**src/rtl/eth_pkg.sv**
```systemverilog
// Shared types and constants for the Ethernet test-frame generator.
package eth_pkg;

    typedef enum logic [1:0] {
        IDLE = 2'd0,
        HDR  = 2'd1,
        PAY  = 2'd2,
        GAP  = 2'd3
    } state_t;

    localparam int HDR_LEN     = 14;
    localparam int MIN_PAYLOAD = 46;
    localparam int MAX_PAYLOAD = 1500;

endpackage

```
**src/rtl/eth_frame_gen.sv**
```systemverilog
// Generates fixed-header Ethernet frames with an incrementing payload as an MII-ordered
// nibble stream with valid/ack handshake, optional back-to-back mode and inter-frame gap.
module eth_frame_gen
    import eth_pkg::*;
#(
    parameter logic [47:0] DST_MAC     = 48'hFFFF_FFFF_FFFF,
    parameter logic [47:0] SRC_MAC     = 48'h0200_0000_0001,
    parameter logic [15:0] ETHERTYPE   = 16'h88B5,
    parameter int          PAYLOAD_LEN = 46,
    parameter int          IFG_CYCLES  = 24
) (
    input  logic        clk_tx,
    input  logic        rstn,
    input  logic        start,
    input  logic        continuous,
    output logic        busy,
    output logic [31:0] frame_cnt,
    output logic        tx_vld,
    output logic [3:0]  tx_dat,
    output logic        tx_eof,
    input  logic        tx_ack
);

    // Out-of-range parameters are clamped to the legal range rather than producing odd frames.
    localparam int PAY_BYTES = (PAYLOAD_LEN < MIN_PAYLOAD) ? MIN_PAYLOAD :
                               (PAYLOAD_LEN > MAX_PAYLOAD) ? MAX_PAYLOAD : PAYLOAD_LEN;
    localparam int IFG       = (IFG_CYCLES < 1) ? 1 : (IFG_CYCLES > 255) ? 255 : IFG_CYCLES;

    localparam logic [111:0] HDR_VEC   = {DST_MAC, SRC_MAC, ETHERTYPE};
    localparam logic [10:0]  LAST_HDR  = 11'(HDR_LEN - 1);
    localparam logic [10:0]  LAST_BYTE = 11'(HDR_LEN + PAY_BYTES - 1);
    localparam logic [7:0]   LAST_GAP  = 8'(IFG - 1);
    localparam logic [7:0]   HDR_OFS   = 8'(HDR_LEN);

    state_t      state, next_state;
    logic [10:0] byte_cnt;
    logic        phase;
    logic [7:0]  gap_cnt;
    logic [7:0]  seq;
    logic [7:0]  cur_byte;
    logic        accept;
    logic        hdr_done;
    logic        eof_nib;

    assign accept   = tx_vld && tx_ack;
    assign hdr_done = phase && (byte_cnt == LAST_HDR);
    assign eof_nib  = phase && (byte_cnt == LAST_BYTE);

    always_ff @(posedge clk_tx or negedge rstn) begin
        if (!rstn) begin
            state <= IDLE;
        end else begin
            state <= next_state;
        end
    end

    always_comb begin
        next_state = state;
        unique case (state)
            IDLE: if (start || continuous) next_state = HDR;
            HDR:  if (accept && hdr_done)  next_state = PAY;
            PAY:  if (accept && eof_nib)   next_state = GAP;
            GAP:  if (gap_cnt == LAST_GAP) next_state = continuous ? HDR : IDLE;
            default: next_state = IDLE;
        endcase
    end

    // Header byte 0 sits in the top byte of HDR_VEC, so shift down by (13 - index) bytes.
    always_comb begin
        cur_byte = 8'h00;
        if (state == HDR) begin
            cur_byte = 8'(HDR_VEC >> {4'(LAST_HDR[3:0] - byte_cnt[3:0]), 3'b000});
        end else if (state == PAY) begin
            cur_byte = seq + byte_cnt[7:0] - HDR_OFS;
        end
    end

    always_comb begin
        busy   = (state != IDLE);
        tx_vld = (state == HDR) || (state == PAY);
        tx_eof = (state == PAY) && eof_nib;
        tx_dat = 4'h0;
        if (tx_vld) begin
            tx_dat = phase ? cur_byte[7:4] : cur_byte[3:0];
        end
    end

    always_ff @(posedge clk_tx or negedge rstn) begin
        if (!rstn) begin
            byte_cnt  <= '0;
            phase     <= 1'b0;
            gap_cnt   <= '0;
            seq       <= '0;
            frame_cnt <= '0;
        end else begin
            unique case (state)
                IDLE: begin
                    if (next_state == HDR) begin
                        seq      <= frame_cnt[7:0];
                        byte_cnt <= '0;
                        phase    <= 1'b0;
                    end
                end
                HDR, PAY: begin
                    if (accept) begin
                        phase <= ~phase;
                        if (state == PAY && eof_nib) begin
                            byte_cnt  <= '0;
                            gap_cnt   <= '0;
                            frame_cnt <= frame_cnt + 32'd1;
                        end else if (phase) begin
                            byte_cnt <= byte_cnt + 11'd1;
                        end
                    end
                end
                GAP: begin
                    gap_cnt <= gap_cnt + 8'd1;
                    // frame_cnt already counts the frame just sent, so the next frame's seq follows it.
                    if (next_state != GAP) begin
                        gap_cnt <= '0;
                        seq     <= frame_cnt[7:0];
                    end
                end
                default: ;
            endcase
        end
    end

endmodule

```
**config.mk**
```make
export PLATFORM = sky130hd
export DESIGN_NAME = eth_frame_gen
export DESIGN_NICKNAME = d
export VERILOG_FILES = /design/src/rtl/eth_pkg.sv /design/src/rtl/eth_frame_gen.sv
export SDC_FILE = /design/constraint.sdc
export NUM_CORES = 1
export LEC_CHECK = 0
export ABC_AREA = 1
export BUFFER_PORTS_ARGS = -buffer_cell sky130_fd_sc_hd__buf_2
export CORE_MARGIN = 4
export CORE_UTILIZATION = 50
export DETAILED_ROUTE_END_ITERATION = 7
export GPL_TIMING_DRIVEN = 0
export PLACE_DENSITY = 0.67
export SKIP_CTS_REPAIR_TIMING = 1
export SLEW_MARGIN = 15
export SYNTH_ARGS = -nofsm -noshare
export SYNTH_HDL_FRONTEND = slang
export SYNTH_SLANG_ARGS = --single-unit
export TNS_END_PERCENT = 50
```
**constraint.sdc**
```tcl
create_clock -name clk_tx -period 4.9 [get_ports clk_tx]
set_input_delay 0.735 -clock clk_tx [delete_from_list [all_inputs] [get_ports clk_tx]]
set_output_delay 0.735 -clock clk_tx [all_outputs]
set_load 0.02 [all_outputs]
```
==> metrics list <==
- Unrepaired setup endpoints after global routing: false
- Once the floorplan was initialized, standard cells occupied 51.0% of the core.
- Post-synthesis instance area: 0.00442 mm²
- The placed instances occupy a cell area of 0.00480 mm².
- For this run, the number of Yosys warnings is 0.
* Final Wtd Congestion: 0.916
- Total gr overflow: 0
- Clock-pin slew was measured on the worst setup and hold paths at 70 ps.
* Avg WL per Cell: around 14 µm
- Final instance area: around 0.0050 mm²
- In this run the count of I/O pins placed on the die edge is 44.
* Path type of the worst setup path: flip-flop to primary output
- Measured against its own limit, the worst slew margin works out to roughly three fifths.
- Measured in cells, the most critical reg-to-reg path has a length of 12.
- Data required time of the critical path: 4160 ps
* LEAKAGE: between 2 and 3 nW
* Synth-to-layout area growth: 13.1%
- Die width: 102 µm
* Max capacitance violation total: 0
* Number of setup violations in the final report: 0
- The cell count after synthesis came out at 598.
* Total routing usage reported by global routing: between 20% and 30%
* Minimum clock period: roughly 3700 ps
* Detailed-route vias per instance: approximately 5.3
- The final number of hold-violating endpoints came to 0.
* Status: finished clean
- After routing, the total negative slack on setup checks comes to 0 ps.
- The die is between 100 and 150 µm tall.
- CTS Buf Count: 9
- Clock latency on the worst-skew pair, taken at its later pin, is about 340 ps.
* Detailed placement HPWL: 8.21 mm
* Final net count: approximately 700
* Post-layout power: 0.00200 W
* Deepest level of the CTS H-tree: 3
- Clock tree sinks: 62
* Critical path fanouts, max: 6
- DR DRC count: 0
- Maximum ir drop on the vdd rail: ~0.21 mV
- Wire length of the first global-routing pass: 18.4 mm
- On the critical path, the stage with the largest delay is an instance of sky130_fd_sc_hd__dfrtp_1.
- Antenna Violating Nets Remaining: 0
* Count of pins over their slew limit: 0
- The number of nets handed over by synthesis was 632.
* Number of DRC markers after the initial detailed-route iteration: 172
- Cell row count: 34
* Number of global-route vias before repair: 3907
* Flip-flop and latch count after synthesis: 62
- The endpoint identified for the worst register-to-register timing path is frame_cnt[17]$_DFFE_PN0P_.
- Maximum frequency from static timing analysis: 269 MHz
- The floorplan step defined a die boundary enclosing 0.0104 mm².
* Placeable core region: between 0.008 and 0.009 mm²
- Final worst path period share: 75.7%
- For this block, the routed nets add up to 10.7 mm of wire.
- Diode count: 0
- The min-delay analysis places its worst path in the category input pin to asynchronous set/reset pin.
- For this design the ratio of total power to cell area is 399 mW/mm².
- Number of distinct library cell variants in the gate-level netlist after synthesis: 39
* Startpoint class of the critical path: flip-flop
* Cell Chain, Critical Path: inv_1 -> ha_1 -> inv_1 -> ha_1 -> inv_1 -> fa_1 -> inv_1 -> nand3_1 -> nand2_1 -> nand2_1 -> nand2_1 -> a21oi_1 -> a21boi_0 -> o21ai_0 -> a31oi_1 -> buf_2
* Share of layout cells above drive strength 1: between 10% and 20%
- Pin count of the biggest net entering global routing: 61
* Leading cell types in the layout, fill and taps excluded: sky130_fd_sc_hd__nand2_1 (169), sky130_fd_sc_hd__inv_1 (80), sky130_fd_sc_hd__dfrtp_1 (62)
- Post-route clock skew: 11.3 ps
- Via count of the routed design: 4071
* Initial antenna violation count: 0
- After synthesis, flip-flops and latches occupy between 30% and 40% of the total area.
* Crit end category: primary output
- The startpoint identified for the worst register-to-register timing path is state[0]$_DFF_PN0_.
* Delay of the slowest cell on the worst path: between 400 and 500 ps
- The first detailed-routing pass ran for 5 iterations.
* Most prevalent standard cell on the critical path: sky130_fd_sc_hd__inv_1
- Maximum number of buffers from clock root to sink: 2
- Leaving out fill and tap cells, the most frequent cell in the layout is sky130_fd_sc_hd__nand2_1.
- In this run the tool buffered the top-level ports with 43 buffer cells.
- Register-to-register setup slack: 2350 ps
* Root cell of the clock tree: sky130_fd_sc_hd__clkbuf_8
- TritonCTS built the clock tree.
- Mean instance size in the synthesized netlist: between 7 and 8 µm²
- Data arrives at the worst endpoint at between 2000 and 3000 ps.
- For the pin with the worst max-slew slack, the measured transition is approximately 570 ps.
worst max-delay path, delay by kind of cell, from the launching register on:
kind	cells	cell delay (ps)
fa+ha+maj	3	830
buf+inv	5	560
compound gates	4	510
flops	1	450
simple gates	4	290
metal layers:
| layer | GRT usage (%) | share of wire [%] | up-vias |
|---|---|---|---|
| met5 | 0 | 0 | - |
| met4 | 7.06 | 1.4 | 0 |
| met3 | 3.28 | 4.4 | 10 |
| met2 | 35.1 | 47 | 86 |
| met1 | 30.6 | 47 | 1938 |
| li1 | - | - | 2037 |
area by class of cell:
type | instances | area [µm²]
plain buffers | 11 | 73.8
fillers | 868 | 3680
multi-input cells | 441 | 2480
repair buffers | 44 | 245
inverters | 84 | 315
well taps | 108 | 135
flip-flops and latches | 62 | 1550
clock buffers | 10 | 138
clock inverters | 6 | 61.3
how the worst max path moves through the flow:
stage	cells after the start	slack, ps	from	end
final	16	1190	byte_cnt[1]$_DFFE_PN0P_	tx_dat[3]
after global routing	16	990	byte_cnt[1]$_DFFE_PN0P_	tx_dat[3]
after CTS	16	1190	byte_cnt[1]$_DFFE_PN0P_	tx_dat[3]
after detailed placement	16	1580	byte_cnt[1]$_DFFE_PN0P_	tx_dat[3]
after global placement	16	1600	byte_cnt[1]$_DFFE_PN0P_	tx_dat[3]
after floorplan	15	1840	byte_cnt[1]$_DFFE_PN0P_	tx_dat[3]
registers in the layout (all words and copies together) (netlist names):
register,count
phase,1
byte_cnt,11
frame_cnt,32
seq,8
gap_cnt,8
state,2
power breakdown:
group / switching [W] / total [W] / leakage (nW) / internal, W
combinational: 0.000655 / 0.000950 / 1.66 / 0.000295
sequential: 0.0000428 / 0.000594 / 0.798 / 0.000551
clock: 0.000207 / 0.000454 / 0.102 / 0.000247
total: 0.000905 / 0.00200 / 2.56 / 0.00109
synthesized netlist by cell type, drive strengths merged:
cell,n,share of area [%]
clkinv,2,0.17
nand4,33,4.7
nor3b,3,0.51
xnor2,11,2.2
o21a,1,0.17
nand3b,2,0.34
a31oi,2,0.28
a22oi,1,0.17
or2,3,0.42
nor2,62,6.2
a21o,1,0.17
fa,1,0.45
o21ai,18,2.0
a211oi,1,0.17
ha,28,7.9
a21boi,2,0.34
a21oi,16,1.8
nor4,9,1.3
buf,7,1.3
clkbuf,4,0.34
nand2,174,15
xor2,27,5.3
o22ai,3,0.42
dfrtp,62,35
nand3,23,3.5
inv,82,7.0
nor3,19,2.4
o211ai,1,0.17
metrics by stage:
| stage | std cells | hold slack [ps] | utilization (%) | worst slack, ps |
|---|---|---|---|---|
| after CTS | 766 | 181 | 57.6 | 1190 |
| after floorplan | 598 | 439 | - | 1840 |
| after global placement | 749 | 454 | 55.0 | 1600 |
| after global routing | 766 | 179 | 57.6 | 994 |
| final | 766 | 190 | 57.6 | 1190 |
| after detailed placement | 750 | 460 | 55.3 | 1580 |
kinds of logic after synthesis:
| family | Yosys count | synth area share [%] |
|---|---|---|
| buffers and inverters | 95 | 8.80 |
| DFF | 62 | 35.1 |
| xor gates and xnor gates | 38 | 7.52 |
| AOI/OAI and AO/OA | 46 | 5.74 |
| and+or+nand+nor | 328 | 34.5 |
| adders and majority gates | 29 | 8.37 |
Note: power is estimated with default switching activity, not from simulation.
